==> config.mk <==
export PLATFORM = sky130hd
export DESIGN_NAME = rf_writeback_queue
export DESIGN_NICKNAME = d
export VERILOG_FILES = /design/src/rtl/rf_writeback_queue_pkg.sv /design/src/rtl/wb_fifo2x2.sv /design/src/rtl/rf_writeback_queue.sv
export SDC_FILE = /design/constraint.sdc
export NUM_CORES = 1
export LEC_CHECK = 0
export BUFFER_PORTS_ARGS = -buffer_cell sky130_fd_sc_hd__buf_4
export CAP_MARGIN = 20
export CELL_PAD_IN_SITES_DETAIL_PLACEMENT = 0
export CELL_PAD_IN_SITES_GLOBAL_PLACEMENT = 1
export CORE_MARGIN = 4
export CORE_UTILIZATION = 43
export DETAILED_ROUTE_END_ITERATION = 16
export PLACE_DENSITY = 0.81
export SETUP_SLACK_MARGIN = 0.05
export SYNTH_ARGS = -nofsm -noshare
export SYNTH_HDL_FRONTEND = slang
export SYNTH_SLANG_ARGS = --single-unit
export TNS_END_PERCENT = 20
==> constraint.sdc <==
create_clock -name clk -period 3.8 [get_ports clk]
set_input_delay 0.95 -clock clk [delete_from_list [all_inputs] [get_ports clk]]
set_output_delay 0.95 -clock clk [all_outputs]
set_load 0.02 [all_outputs]
==> src/rtl/rf_writeback_queue_pkg.sv <==
// ----------------------------------------------------------------------------
// rf_writeback_queue_pkg
// Shared definitions for the register-file writeback queue:
//   - default data width, register count and queue depth
//   - derived address and pointer widths
//   - wb_entry_t, one queued write {addr, data} at the default widths
// ----------------------------------------------------------------------------
package rf_writeback_queue_pkg;

    localparam int WB_W_DEF   = 32;
    localparam int WB_N_DEF   = 32;
    localparam int WB_D_DEF   = 4;
    localparam int WB_A_DEF   = $clog2(WB_N_DEF);
    localparam int WB_PTR_W   = $clog2(WB_D_DEF);

    typedef struct packed {
        logic [WB_A_DEF-1:0] addr;
        logic [WB_W_DEF-1:0] data;
    } wb_entry_t;

endpackage

==> src/rtl/wb_fifo2x2.sv <==
// ----------------------------------------------------------------------------
// wb_fifo2x2
// Generic circular buffer with up to two pushes and two pops per cycle.
// Entries are opaque E_W-bit words; the caller guarantees it never pushes
// into a full buffer or pops more than it holds.
//
// Ports:
//   clk, rst_n            clock, asynchronous active-low reset
//   i_push0 / i_data0     older push of this cycle
//   i_push1 / i_data1     younger push; lands at tail when i_push0 is low
//   i_pop_cnt             entries to retire from the head (0..2)
//   o_head0 / o_head1     entries at head and head+1
//   o_count               occupied entries
//   o_entries, o_head_ptr raw storage and head pointer (WB_FWD_EN only)
// ----------------------------------------------------------------------------
module wb_fifo2x2
    import rf_writeback_queue_pkg::*;
#(
    parameter  int E_W = WB_A_DEF + WB_W_DEF,
    parameter  int D   = WB_D_DEF,
    localparam int PW  = $clog2(D),
    localparam int CW  = $clog2(D) + 1
) (
    input  logic           clk,
    input  logic           rst_n,
    input  logic           i_push0,
    input  logic [E_W-1:0] i_data0,
    input  logic           i_push1,
    input  logic [E_W-1:0] i_data1,
    input  logic [1:0]     i_pop_cnt,
    output logic [E_W-1:0] o_head0,
    output logic [E_W-1:0] o_head1,
    output logic [CW-1:0]  o_count
`ifdef WB_FWD_EN
    ,
    output logic [D-1:0][E_W-1:0] o_entries,
    output logic [PW-1:0]         o_head_ptr
`endif
);

    logic [E_W-1:0] r_mem [D];
    logic [PW-1:0]  r_head;
    logic [PW-1:0]  r_tail;
    logic [CW-1:0]  r_count;

    logic [PW-1:0]  w_slot1;
    logic [PW-1:0]  w_head1;

    // The younger push slides down to tail when the older slot is unused.
    assign w_slot1 = r_tail + PW'(i_push0);
    assign w_head1 = r_head + PW'(1);

    // NOTE: state registers use non-blocking assignments so every flop samples
    // pre-edge values regardless of statement order within the block.
    always_ff @(posedge clk or negedge rst_n) begin
        if (!rst_n) begin
            r_head  <= '0;
            r_tail  <= '0;
            r_count <= '0;
            // NOTE: the storage is small and resetting it keeps the don't-care
            // write ports at known values instead of propagating X after reset.
            for (int i = 0; i < D; i++) begin
                r_mem[i] <= '0;
            end
        end else begin
            if (i_push0) begin
                r_mem[r_tail] <= i_data0;
            end
            if (i_push1) begin
                r_mem[w_slot1] <= i_data1;
            end
            // Pointers are PW bits wide, so the additions wrap modulo D.
            r_tail  <= r_tail + PW'(i_push0) + PW'(i_push1);
            r_head  <= r_head + PW'(i_pop_cnt);
            r_count <= r_count + CW'(i_push0) + CW'(i_push1) - CW'(i_pop_cnt);
        end
    end

    assign o_head0 = r_mem[r_head];
    assign o_head1 = r_mem[w_head1];
    assign o_count = r_count;

`ifdef WB_FWD_EN
    always_comb begin
        for (int i = 0; i < D; i++) begin
            o_entries[i] = r_mem[i];
        end
    end
    assign o_head_ptr = r_head;
`endif

endmodule

==> src/rtl/rf_writeback_queue.sv <==
// ----------------------------------------------------------------------------
// rf_writeback_queue
// Collects results from two producers (A older than B within a cycle) into an
// in-order queue and drains it onto a two-port register-file write interface,
// issuing up to two writes per cycle. Two writes to the same register are never
// issued together, so the last write in program order always wins.
//
// Optional feature (macro WB_FWD_EN): adds fwd_addr/fwd_hit/fwd_data, a
// combinational search of all occupied entries returning the newest match.
//
// Ports:
//   clk, rst_n                         clock, asynchronous active-low reset
//   in_a_valid/ready/addr/data         producer A handshake and payload
//   in_b_valid/ready/addr/data         producer B handshake and payload
//   wb_stall                           suppress all writes this cycle
//   wr_en1/wr_addr1/wr_data1           write port 1 (oldest entry)
//   wr_en2/wr_addr2/wr_data2           write port 2 (second-oldest entry)
//   count                              occupied queue entries
//   fwd_addr/fwd_hit/fwd_data          forwarding lookup (WB_FWD_EN only)
// ----------------------------------------------------------------------------
module rf_writeback_queue
    import rf_writeback_queue_pkg::*;
#(
    parameter int W = WB_W_DEF,
    parameter int N = WB_N_DEF,
    parameter int A = $clog2(N),
    parameter int D = WB_D_DEF
) (
    input  logic                 clk,
    input  logic                 rst_n,
    input  logic                 in_a_valid,
    output logic                 in_a_ready,
    input  logic [A-1:0]         in_a_addr,
    input  logic [W-1:0]         in_a_data,
    input  logic                 in_b_valid,
    output logic                 in_b_ready,
    input  logic [A-1:0]         in_b_addr,
    input  logic [W-1:0]         in_b_data,
    input  logic                 wb_stall,
    output logic                 wr_en1,
    output logic [A-1:0]         wr_addr1,
    output logic [W-1:0]         wr_data1,
    output logic                 wr_en2,
    output logic [A-1:0]         wr_addr2,
    output logic [W-1:0]         wr_data2,
    output logic [$clog2(D):0]   count
`ifdef WB_FWD_EN
    ,
    input  logic [A-1:0]         fwd_addr,
    output logic                 fwd_hit,
    output logic [W-1:0]         fwd_data
`endif
);

    localparam int CW  = $clog2(D) + 1;
    localparam int PW  = $clog2(D);
    localparam int E_W = A + W;

    // Parameter-width counterpart of wb_entry_t.
    typedef struct packed {
        logic [A-1:0] addr;
        logic [W-1:0] data;
    } entry_t;

    logic          w_push_a;
    logic          w_push_b;
    logic [1:0]    w_pop_cnt;
    logic [CW-1:0] w_count;
    entry_t        w_e0;
    entry_t        w_e1;
    entry_t        w_din_a;
    entry_t        w_din_b;

`ifdef WB_FWD_EN
    logic [D-1:0][E_W-1:0] w_entries;
    logic [PW-1:0]         w_head_ptr;
`endif

    // Ready looks only at the registered count: a pop in the same cycle does
    // not free space until the next cycle, keeping ready free of comb paths.
    assign in_a_ready = (w_count < CW'(D));
    assign in_b_ready = (w_count < CW'(D - 1));

    assign w_push_a = in_a_valid & in_a_ready;
    assign w_push_b = in_b_valid & in_b_ready;

    assign w_din_a = '{addr: in_a_addr, data: in_a_data};
    assign w_din_b = '{addr: in_b_addr, data: in_b_data};

    wb_fifo2x2 #(
        .E_W (E_W),
        .D   (D)
    ) u_fifo (
        .clk        (clk),
        .rst_n      (rst_n),
        .i_push0    (w_push_a),
        .i_data0    (w_din_a),
        .i_push1    (w_push_b),
        .i_data1    (w_din_b),
        .i_pop_cnt  (w_pop_cnt),
        .o_head0    (w_e0),
        .o_head1    (w_e1),
        .o_count    (w_count)
`ifdef WB_FWD_EN
        ,
        .o_entries  (w_entries),
        .o_head_ptr (w_head_ptr)
`endif
    );

    // Port data always follows the head entries; only the enables qualify.
    // A second entry aimed at the same register as the first waits a cycle
    // so the two writes land in program order.
    always_comb begin
        wr_addr1 = w_e0.addr;
        wr_data1 = w_e0.data;
        wr_addr2 = w_e1.addr;
        wr_data2 = w_e1.data;
        wr_en1   = !wb_stall && (w_count != '0);
        wr_en2   = !wb_stall && (w_count >= CW'(2)) && (w_e1.addr != w_e0.addr);
    end

    // wr_en2 implies wr_en1, so this is 0, 1 or 2.
    assign w_pop_cnt = {1'b0, wr_en1} + {1'b0, wr_en2};
    assign count     = w_count;

`ifdef WB_FWD_EN
    logic [PW-1:0] w_idx;
    entry_t        w_ent;

    // Walk oldest to newest so a later match overwrites an earlier one.
    // NOTE: every signal written here gets a default first, so no path
    // through the loop can leave a value held and infer a latch.
    always_comb begin
        fwd_hit  = 1'b0;
        fwd_data = '0;
        w_idx    = '0;
        w_ent    = '0;
        for (int i = 0; i < D; i++) begin
            w_idx = w_head_ptr + PW'(i);
            w_ent = w_entries[w_idx];
            if ((CW'(i) < w_count) && (w_ent.addr == fwd_addr)) begin
                fwd_hit  = 1'b1;
                fwd_data = w_ent.data;
            end
        end
    end
`endif

endmodule

== Yosys cells after proc, flatten, opt, wreduce, memory -nomap -nowiden ==
Cells that the tools add are included.
W data, S select, Z words.
Storage, ports and cells
  output and inout port bits: 81
  bits of input ports: 79
  register bits: 155
  logic and storage cells: 52
Operators by class
  eq/ne operators: 1
  bitwise logic cells: 6
  reductions and logical operators: 7
  magnitude comparators: 9
  $add $sub $neg: 8
  multiplexer cells: 14
Operators by type and width (count)
  $bwmux W148: 2
  $mux W148: 2
  $mux W37: 6
  $bmux W37 S2: 2
  $demux W37 S2: 2
  $ge A3 B3 Y1 const B: 4
  $not A2 Y3: 4
  $add A3 B1 Y3: 2
  $lt A3 B1 Y1 const B: 2
  $logic_and A1 B1 Y1: 5
  $ne A5 B5 Y1: 1
  $add A2 B1 Y2: 2
  $ge A3 B2 Y1 const B: 1
  $lt A3 B2 Y1 const B: 1
  $lt A3 B3 Y1 const B: 1
  $reduce_bool A3 Y1: 1
  $sub A3 B2 Y3: 1
  $add A1 B1 Y2: 1
  $add A2 B1 Y2 const B: 1
  $add A2 B2 Y2: 1
  $and A1 B1 Y1: 2
  $logic_not A1 Y1: 1

== Longest topological paths before layout ==
Gate-level depths: netlist of the first run.
  depth after elaboration: 10
  mapped depth: 13
  gate-level depth less buffers: 11

== Modules after synthesis ==
A second synthesis of the first run with hierarchy kept.
Second synthesis, totals
  cell total of the unflattened synthesis: 961
  area, all modules: 9148.8 um^2
By module, submodules not included
  wb_fifo2x2: seq. area each 3878.7 um^2, cells each 946, area each 9044.9 um^2, times used 1
  rf_writeback_queue: seq. area each 0.0 um^2, cells each 15, area each 103.8 um^2, times used 1

== Least setup slack after synthesis of the first run ==
No wires, ideal clock.
  kind: reg-to-reg
  start point: reg u_fifo.r_head[0]
  end point: reg u_fifo.r_count[2] (netlist: u_fifo.o_count[2])
  path buffers: 1
  period minus slack after synthesis: 3.680 ns
  data required time: 3.720 ns
  path slack: 0.120 ns
  arrival: 3.599 ns
  library setup time: 0.080 ns
  stages on the path, launching flop included: 13
  cell sequence: dfrtp_1 > buf_6 > mux4_2 > xor2_1 > a2111oi_2 > a31oi_1 > ha_1 > ha_1 > inv_1 > fa_1 > fa_1 > xnor2_1 > xnor2_1
Between the ends
  elaborated cells between the ends (all ways): 13
  those cells by class: 3 x add/sub; 1 x eq/ne; 6 x mux; 2 x bitwise; 1 x reduce/logical
RTL lines
  from (decl): RTL line wb_fifo2x2.sv:42  | logic [PW-1:0] r_head;
  from (signal assigned): RTL line wb_fifo2x2.sv:74  | r_head <= r_head + PW'(i_pop_cnt);
  $not A2 Y3 (implied by the code): RTL line wb_fifo2x2.sv:79  | assign o_head0 = r_mem[r_head];
  $bmux W37 S2: RTL line wb_fifo2x2.sv:79
  $mux W37 (implied by the code) (2 in series): RTL line wb_fifo2x2.sv:79
  named net wr_addr1[2]: RTL line rf_writeback_queue.sv:41  | output logic [A-1:0] wr_addr1,
  $ne A5 B5 Y1: RTL line rf_writeback_queue.sv:120  | wr_en2 = !wb_stall && (w_count >= CW'(2)) && (w_e1.addr != w_e0.addr);
  $logic_and A1 B1 Y1: RTL line rf_writeback_queue.sv:120
  named net wr_en2: RTL line rf_writeback_queue.sv:43  | output logic wr_en2,
  $add A1 B1 Y2: RTL line rf_writeback_queue.sv:124  | assign w_pop_cnt = {1'b0, wr_en1} + {1'b0, wr_en2};
  $sub A3 B2 Y3: RTL line wb_fifo2x2.sv:75  | r_count <= r_count + CW'(i_push0) + CW'(i_push1) - CW'(i_pop_cnt);
  to (signal assigned): RTL line wb_fifo2x2.sv:75
  to (decl): RTL line wb_fifo2x2.sv:44  | logic [CW-1:0] r_count;
The timed path passes the listed nets, and every way through them passes these cells. The select of a mux whose other input is x is not followed.

== Final worst setup path of the first run ==
  start point: reg u_fifo.r_head[0]
  end point: reg u_fifo.r_count[2] (netlist: u_fifo.o_count[2])
Between the ends
  cells in the longest elaborated chain, start to end: 9
  elaborated cells between the ends (all ways): 13
  those cells by class: 3 x add/sub; 1 x eq/ne; 6 x mux; 2 x bitwise; 1 x reduce/logical
RTL lines
  $add A2 B1 Y2: RTL line wb_fifo2x2.sv:51  | assign w_head1 = r_head + PW'(1);
  $not A2 Y3 (implied by the code): RTL line wb_fifo2x2.sv:80  | assign o_head1 = r_mem[w_head1];
  $bmux W37 S2: RTL line wb_fifo2x2.sv:80
  $mux W37 (implied by the code) (2 in series): RTL line wb_fifo2x2.sv:80
  $ne A5 B5 Y1 *: RTL line rf_writeback_queue.sv:120
  $logic_and A1 B1 Y1 *: RTL line rf_writeback_queue.sv:120
  $add A1 B1 Y2 *: RTL line rf_writeback_queue.sv:124
  $sub A3 B2 Y3 *: RTL line wb_fifo2x2.sv:75
Mark *: on every way between the ends. The rest lies on a longest branch, timed or not. The select of a mux whose other input is x is not followed.

==> flow_summary.yaml, run 1 <==
run_status:
  outcome: "complete, no violations"
global_route:
  grt_max_degree: 72
  grt_pass1_wl_um: 38360
  grt_usage_pct: 20.64
  antenna_found_initial: 0
  gr-total-overflow: 0
  grt_pass1_vias: 6824
sta:
  finalSetupViolCount: 0
  clock.fmax_ghz: 0.2797
  whs_ps: 518.6
  fin_setup_tns_ps: 0
  rsz0062_at_grt: "false"
  final_max_slew_viol_count: 0
  finalHoldViolCount: 0
  finalClockSkew_ps: 11.17
  period_share_pct: 94.10
  fin_crit_ps: 3576
  worst_pin_slew_ps: 723.1
  maxSlewHeadroom_pct: 51.54
clock_tree:
  clock_latency_ps: 430
  cts_tree: "yes"
  postCtsSetupRepairBufs: 0
  clkTransAtPathRegs_ps: 70
  cts-hold-fix-buffers: 0
  cts_max_path_buffers: 2
  cts_made_buffers: 17
  ctsResizeCount: 0
  h-tree-depth: 4
  cts_sinks: 155
  cts_root_buffer: "clkbuf_16"
route:
  routed_wl_um: 24220
  postRouteAntennaNets: 0
  remaining_drc_errors: 0
  dr.pass1.iters: 4
  post_drt_via_cell_ratio: 5.498
  via_count: 6735
  drtIter0Drc: 376
  avgRoutedWirePerCell_um: 19.77
cells_and_area:
  nets: 1024
  n_antenna_cell: 0
  multi_input_area_um2: 4947
  drive_above_1_share_pct: 31.05
  seq_area_um2: 3886
  fillers: 1870
  area_delta_synth_final_pct: 22.44
setup_path:
  endpoint_kind: "flop"
  reg2reg_from: "u_fifo.r_head[0]"
  crit_required_ps: 4150
  worstSetupStartpoint: "u_fifo.r_head[0]"
  worstPathMaxFanout: 7
  critPathKind: "reg2reg"
  r2r_setup_slack_ps: 220
  crit_arrival_ps: 3930
  critPathLaunchType: "flop"
place:
  hpwl_um: 15870
  port_buffers: 159
  place.gp.congestion: 0.7584
synth:
  synthArstFlopShare_pct: 100.0
  synth_top_area_share_pct: 42.34
  netlist_instances: 800
  ys_seq_area_share_pct: 42.34
  yosys.area_share.simple_pct: 7.390
  ys.warnings.count: 0
  synth-compound-area-share_pct: 8.947
  yosysUniqueCellTypes: 32
  syn_area_um2: 9160
  ys_ff_latch: 155
  synth_edf_count: 0
  synth_common_cells: "dfrtp_1 (155), a21oi_1 (153), mux2i_1 (149), nor2_1 (149), mux4_2 (74)"
  syn_nets: 887
  synth_top_family_by_area: "multiplexers"
  ys.flop_type: "dfrtp_1"
  synth.area.mux_share_pct: 34.48
  synth.area.top_cells: "dfrtp_1 (42%), mux4_2 (18%), mux2i_1 (16%)"
  postSynthAreaPerCell_um2: 11.45
  synth_fa_ha_area_share_pct: 1.257
  yosysTopAreaCell: "dfrtp_1"
  synthMostInstantiatedCell: "dfrtp_1"
  synth-xor-area-share_pct: 1.721
flow_run:
  cap_violations: 0
pwr:
  p_leak_uw: 0.004768
  power.density_nw_per_um2: 1071
  ir_drop_mv: 0.6052
floorplanning:
  start_util_pct: 43.71
  die_width_um: 154.0
  core_um2: 20960
  chipHeight_um: 154.0
  ioPinCount: 160
  die-area_um2: 23700
  rows: 53
worst_hold_path:
  hp-class: "in2async"
final timing paths:
kind	end	depth (start not counted)
max reg2reg	u_fifo.o_count[2]	11
min	u_fifo.r_mem[2]	1
min reg2reg	u_fifo.r_mem[21]	2
max in group asynchronous	u_fifo.r_head[0]	2
max	u_fifo.o_count[2]	11
min in group clk	u_fifo.r_mem[21]	2
through the flow:
step | cell area [µm²] | util (%) | setup slack, ps | total power (µW) | cells
after global placement | 10630 | 50.73 | 256.4 | 10230 | 1193
after detailed placement | 10630 | 50.73 | 219.6 | 10370 | 1193
after CTS | 11210 | 53.50 | 202.2 | 12110 | 1225
after global routing | 11220 | 53.52 | 56.55 | 12780 | 1225
final | 11220 | 53.52 | 224.3 | 12020 | 1225
after floorplan | 9160 | - | 120.4 | 7973 | 800
routing by layer:
| layer | routed length (µm) | vias to the layer above | track usage (%) |
|---|---|---|---|
| li1 | - | 3211 | - |
| met1 | 10610 | 3346 | 27.49 |
| met2 | 12230 | 156 | 34.61 |
| met3 | 1022 | 22 | 4.531 |
| met4 | 363 | 0 | 5.088 |
| met5 | 0 | - | 0 |
worst max-delay path, stage by stage, from the launching register on:
cell and delay (ps):
dfrtp_4 490, mux4_2 530, xor2_1 170, a2111oi_2 280
a31oi_1 170, ha_1 330, ha_1 290, inv_1 50
fa_1 420, fa_1 440, xnor2_1 210, xnor2_1 130
sequential cells by signal, summed over array words and instances, names as in the netlist:
signal,flops
u_fifo.r_head,2
u_fifo.r_mem,148
u_fifo.r_tail,2
u_fifo.o_count,3
layout by cell type (no fill, tap or decap), types with 3 or more instances in the layout:
cell,count
clkbuf_16,17
buf_4,178
xor2_1,8
ha_1,6
a21oi_1,153
clkinvlp_4,5
mux2i_1,149
mux4_2,74
inv_1,5
clkbuf_1,3
dfrtp_1,153
nor2_1,149
buf_12,4
xnor2_1,10
where the power goes:
group	internal, µW	leakage [µW]	total, µW	switching, µW
logic	3520	0.00273	7030	3510
clock network	1000	0.000269	1700	694
registers	2550	0.00177	3290	741
total	7070	0.00477	12000	4950
kinds of logic (layout without fill, tap and decap cells):
family / count (synthesis) / after routing
and+or+nand+nor: 166 / 166
adders and majority gates: 8 / 8
DFF: 155 / 155
buffers and inverters: 71 / 221
muxes: 223 / 223
xor gates and xnor gates: 18 / 18
AOI/OAI and AO/OA: 159 / 159
layout make-up:
cell class / instances / share of cell area (%)
Sequential cell: 155 / 34.65
Timing Repair Buffer: 184 / 12.83
Multi-Input combinational cell: 574 / 44.11
Tap cell: 275 / 3.068
Inverter: 5 / 0.1673
Clock inverter: 10 / 1.037
Clock buffer: 22 / 4.139
Note: power is estimated with default switching activity, not from simulation.
==> run 2: changes to the inputs <==
--- a/config.mk
+++ b/config.mk
@@ -5,14 +5,14 @@
 export SDC_FILE = /design/constraint.sdc
 export NUM_CORES = 1
 export LEC_CHECK = 0
-export BUFFER_PORTS_ARGS = -buffer_cell sky130_fd_sc_hd__buf_4
 export CAP_MARGIN = 20
 export CELL_PAD_IN_SITES_DETAIL_PLACEMENT = 0
 export CELL_PAD_IN_SITES_GLOBAL_PLACEMENT = 1
 export CORE_MARGIN = 4
 export CORE_UTILIZATION = 43
 export DETAILED_ROUTE_END_ITERATION = 16
-export PLACE_DENSITY = 0.81
+export DONT_BUFFER_PORTS = 1
+export PLACE_DENSITY = 0.73
 export SETUP_SLACK_MARGIN = 0.05
 export SYNTH_ARGS = -nofsm -noshare
 export SYNTH_HDL_FRONTEND = slang
==> run 2 against run 1 <==
Net effect:
- first-iteration DRC count up 1.1%
- non-clock buffer count decreased by 151
- sequential power is 1% higher
- critical path type unchanged
- largest cell class unchanged
==> flow_summary.yaml, run 2 (same netlist as run 1, synthesis figures left out) <==
cells_and_area:
  top_register: "u_fifo.r_mem"
  mostFrequentLayoutCells: "a21oi_1 (153), dfrtp_1 (153), mux2i_1 (149), nor2_1 (149), mux4_2 (74)"
  stdcell_count: 1074
  n_antenna_cell: 0
  multi_input_area_um2: 4956
  fillers: 1917
  finish.instance_area_um2: 10100
  final_core_util_pct: 48.22
  area_delta_synth_final_pct: 10.31
  largest_reg_flops: 148
  seq_area_um2: 3886
  nets: 873
  drive_above_1_share_pct: 18.52
worst_hold_path:
  hp-class: "in2async"
global_route:
  gr-total-overflow: 0
  grt_pass1_wl_um: 38940
  grt_usage_pct: 20.87
  antenna_found_initial: 0
  grt_max_degree: 156
  grt_pass1_vias: 6723
floorplanning:
  rows: 53
  ioPinCount: 160
  core_um2: 20960
  die-area_um2: 23700
  chipHeight_um: 154.0
  die_width_um: 154.0
  start_util_pct: 43.71
setup_path:
  reg2reg_from: "u_fifo.r_head[1]"
  critPathLaunchType: "flop"
  endpoint_kind: "flop"
  crit_required_ps: 4140
  crit_arrival_ps: 3910
  critPathKind: "reg2reg"
  worstSetupStartpoint: "u_fifo.r_head[1]"
  worstPathMaxFanout: 6
sta:
  rsz0062_at_grt: "false"
  fin_crit_ps: 3563
  finalSetupViolCount: 0
  worst_pin_slew_ps: 649.6
  finalClockSkew_ps: 8.642
  clock.fmax_ghz: 0.2807
  whs_ps: 224.9
  finalHoldViolCount: 0
  period_share_pct: 93.75
  maxSlewHeadroom_pct: 56.70
  fin_setup_tns_ps: 0
  final_max_slew_viol_count: 0
clock_tree:
  cts_made_buffers: 17
  h-tree-depth: 4
  clock_latency_ps: 420
  cts-hold-fix-buffers: 0
  cts_sinks: 155
  cts_tree: "yes"
  cts_root_buffer: "clkbuf_16"
  clkTransAtPathRegs_ps: 70
  cts_max_path_buffers: 2
route:
  via_count: 6404
  routed_wl_um: 24590
  remaining_drc_errors: 0
  post_drt_via_cell_ratio: 5.963
  avgRoutedWirePerCell_um: 22.90
  postRouteAntennaNets: 0
  drtIter0Drc: 380
  dr.pass1.iters: 7
place:
  place.gp.congestion: 0.8257
  dp_cells: 1037
  port_buffers: 0
  hpwl_um: 15930
  dpl_cell_area_um2: 9444
pwr:
  power.density_nw_per_um2: 1088
  p_leak_uw: 0.004061
  ir_drop_mv: 0.4226
flow_run:
  cap_violations: 0
run_status:
  outcome: "complete, no violations"
## run 2: cell count changes in the layout (fill, tap and decap cells not counted), sizes merged
cell,before,now
inv,6,10
clkinvlp,5,2
clkinv,2,4
buf,184,33
bufinv,2,3
clkbuf,22,18
## run 2: repair_timing
action	4_1_cts	5_1_grt
gates resized for setup	0	2
endpoints found under the setup margin	0	1
buffers inserted	0	5
## run 2: layer usage
layer / part of all wire, % / up-vias / track usage, %
met4: 2.5 / 0 / 7.443
met5: 0 / - / 0
met2: 50 / 202 / 35.25
met1: 40 / 3256 / 25.49
met3: 7.4 / 40 / 6.192
li1: - / 2906 / -
## run 2: worst max-delay path, cell delays in order (launching register included)
cell,delay [ps]
dfrtp_4,460
mux4_2,530
xor2_1,190
a2111oi_2,310
a31oi_2,180
ha_1,350
ha_1,300
inv_1,60
fa_2,360
fa_1,430
xnor2_1,190
xnor2_1,130
## run 2: power breakdown
part / internal [µW] / total (µW) / switching, µW / leakage (µW)
sequential: 2550 / 3330 / 783 / 0.00177
clock: 1050 / 1790 / 736 / 0.000295
combinational: 2570 / 5880 / 3300 / 0.00200
## run 2: final cells by class
class | count | area share (%)
repair buffers | 33 | 2.823
clock inverters | 14 | 1.833
flip-flops and latches | 155 | 38.46
well taps | 275 | 3.405
inverters | 5 | 0.1857
multi-input cells | 574 | 49.05
clock buffers | 18 | 4.247
## run 2: metrics by stage
step	power, µW	worst slack, ps
finish	10990	237.4
floorplan	7973	120.4
global placement	8914	253.6
detailed placement	9200	168.5
global route	11670	100.5
CTS	11030	143.2
## run 2: path summary, 6_finish.rpt
| check | end | slack [ps] | depth (start not counted) |
|---|---|---|---|
| max | u_fifo.o_count[2] | 240 | 11 |
| min in group clk | u_fifo.r_mem[8] | 590 | 2 |
| max reg2reg | u_fifo.o_count[2] | 240 | 11 |
| max in group asynchronous | u_fifo.r_mem[82] | 3370 | 0 |
| min | u_fifo.r_mem[65] | 220 | 0 |
| min reg2reg | u_fifo.r_mem[8] | 590 | 2 |
==> run 3: changes to the inputs <==
--- a/config.mk
+++ b/config.mk
@@ -6,13 +6,13 @@
 export NUM_CORES = 1
 export LEC_CHECK = 0
 export CAP_MARGIN = 20
-export CELL_PAD_IN_SITES_DETAIL_PLACEMENT = 0
-export CELL_PAD_IN_SITES_GLOBAL_PLACEMENT = 1
+export CELL_PAD_IN_SITES_DETAIL_PLACEMENT = 2
+export CELL_PAD_IN_SITES_GLOBAL_PLACEMENT = 2
 export CORE_MARGIN = 4
-export CORE_UTILIZATION = 43
+export CORE_UTILIZATION = 30
 export DETAILED_ROUTE_END_ITERATION = 16
 export DONT_BUFFER_PORTS = 1
-export PLACE_DENSITY = 0.73
+export PLACE_DENSITY = 0.63
 export SETUP_SLACK_MARGIN = 0.05
 export SYNTH_ARGS = -nofsm -noshare
 export SYNTH_HDL_FRONTEND = slang
==> run 3 against run 2 <==
Net effect:
- critical path depth did not move
- via count rose by 3.5%
- global-route usage fell by 2.1 points
- critical endpoint unchanged
==> flow_summary.yaml, run 3 (same netlist as run 1, synthesis figures left out) <==
route:
  drtIter0Drc: 273
  post_drt_via_cell_ratio: 5.605
  remaining_drc_errors: 0
  routed_wl_um: 30840
  avgRoutedWirePerCell_um: 26.09
  via_count: 6625
  dr.pass1.iters: 4
  postRouteAntennaNets: 0
clock_tree:
  cts-hold-fix-buffers: 0
  cts_max_path_buffers: 2
  cts_root_buffer: "clkbuf_16"
  cts_sinks: 155
  clkTransAtPathRegs_ps: 80
  cts_made_buffers: 17
  h-tree-depth: 4
  cts_tree: "yes"
  clock_latency_ps: 430
cells_and_area:
  area_delta_synth_final_pct: 11.17
  stdcell_count: 1182
  final_core_util_pct: 34.09
  fillers: 3125
  n_antenna_cell: 0
  drive_above_1_share_pct: 17.80
  top_register: "u_fifo.r_mem"
  largest_reg_flops: 148
  mostFrequentLayoutCells: "a21oi_1 (153), dfrtp_1 (153), mux2i_1 (149), nor2_1 (149), mux4_2 (74)"
  nets: 866
floorplanning:
  chipHeight_um: 182.7
  start_util_pct: 30.66
  die-area_um2: 33390
  die_width_um: 182.7
  rows: 63
  core_um2: 29870
  ioPinCount: 160
place:
  hpwl_um: 19460
  place_ws_ps: 139.1
  place.gp.congestion: 0.7584
  dp_cells: 1147
  port_buffers: 0
global_route:
  grt_pass1_vias: 7786
  gr-total-overflow: 0
  antenna_found_initial: 0
  grt_max_degree: 156
  grt_usage_pct: 18.77
  grt_pass1_wl_um: 48200
setup_path:
  crit_required_ps: 4150
  worstPathMaxFanout: 6
  crit_arrival_ps: 3990
  critPathKind: "reg2reg"
  critPathLaunchType: "flop"
  endpoint_kind: "flop"
sta:
  worst_pin_slew_ps: 612.8
  fin_crit_ps: 3635
  clock.fmax_ghz: 0.2751
  rsz0062_at_grt: "true"
  finalSetupViolCount: 0
  maxSlewHeadroom_pct: 59.15
  layout_setup_ws_ps: 164.6
  period_share_pct: 95.67
  final_max_slew_viol_count: 0
  finalClockSkew_ps: 10.85
  fin_setup_tns_ps: 0
  finalHoldViolCount: 0
run_status:
  outcome: "complete, no violations"
pwr:
  combPwrFrac_pct: 54.7
  pwr-share-clk_pct: 15.0
  p_switching_uw: 5130
  p_leak_uw: 0.004016
  switching_share_pct: 46.14
  ir_drop_mv: 0.3217
  pwr-share-seq_pct: 30.4
  power.density_nw_per_um2: 1092
  internal_power_uw: 5989
worst_hold_path:
  hp-class: "in2async"
flow_run:
  cap_violations: 0
[run 3: cell count changes in the layout (fill, tap and decap cells not counted), moves of 2 or more]
| cell | change |
|---|---|
| and3b_2 | -2 |
| buf_12 | +3 |
| buf_4 | -11 |
| bufinv_16 | -3 |
| and3b_4 | +2 |
[run 3: what timing repair did]
action                                  in CTS  in global routing
gates resized for setup                      0                  2
buffers inserted                             0                  3
endpoints found under the setup margin       0                 23
[run 3: path summary, 6_finish.rpt]
check	endpoint	cells past startpoint	slack, ps	start
setup / recovery	u_fifo.o_count[2]	11	160	u_fifo.r_head[1]
hold / removal	u_fifo.r_mem[95]	0	210	rst_n
setup reg to reg	u_fifo.o_count[2]	11	160	u_fifo.r_head[1]
min in group clk	u_fifo.r_mem[23]	2	600	u_fifo.r_mem[23]
max in group asynchronous	u_fifo.r_mem[46]	0	3330	rst_n
hold reg to reg	u_fifo.r_mem[23]	2	600	u_fifo.r_mem[23]
[run 3: metrics by stage]
stage / hold slack (ps) / power (µW) / instance area [µm²]
6_report: 212.4 / 11120 / 10180
5_1_grt: 174.2 / 11890 / 10180
4_1_cts: 181.8 / 11260 / 10150
3_5_place_dp: 590.7 / 9515 / 9593
3_3_place_gp: 569.4 / 9130 / 9593
2_1_floorplan: 501.0 / 7973 / 9160
[run 3: layer usage]
layer  GRT usage (%)  part of all wire (%)  vias up  routed length [µm]
met5               0                     0        -                   0
met4           5.134                   1.8        0                 569
met3           4.780                   4.9       36                1522
met2           34.52                    54      136               16500
met1           21.67                    40     3559               12250
li1                -                     -     2894                   -
[run 3: layout make-up]
cell class	instances	area, µm²	area share (%)
multi-input cells	574	4959	48.69
repair buffers	26	274.0	2.691
flip-flops and latches	155	3886	38.16
inverters	5	18.77	0.1843
clock buffers	17	425.4	4.177
clock inverters	15	132.6	1.302
well taps	390	488.0	4.792
[run 3: critical path: stages (launching register included)]
cell	delay, ps
dfrtp_4	470
mux4_2	550
xor2_1	190
a2111oi_2	320
a31oi_2	170
ha_1	330
ha_1	290
inv_1	50
fa_1	420
fa_1	450
xnor2_1	180
xnor2_1	130
[run 3: power groups by stage]
stage	Clock (µW)	Sequential, µW	Combinational, µW
after floorplan	0	3050	4920
after global placement	0	3250	5880
after detailed placement	0	3400	6110
after CTS	1720	3380	6150
after global routing	1810	3520	6570
final	1670	3380	6080
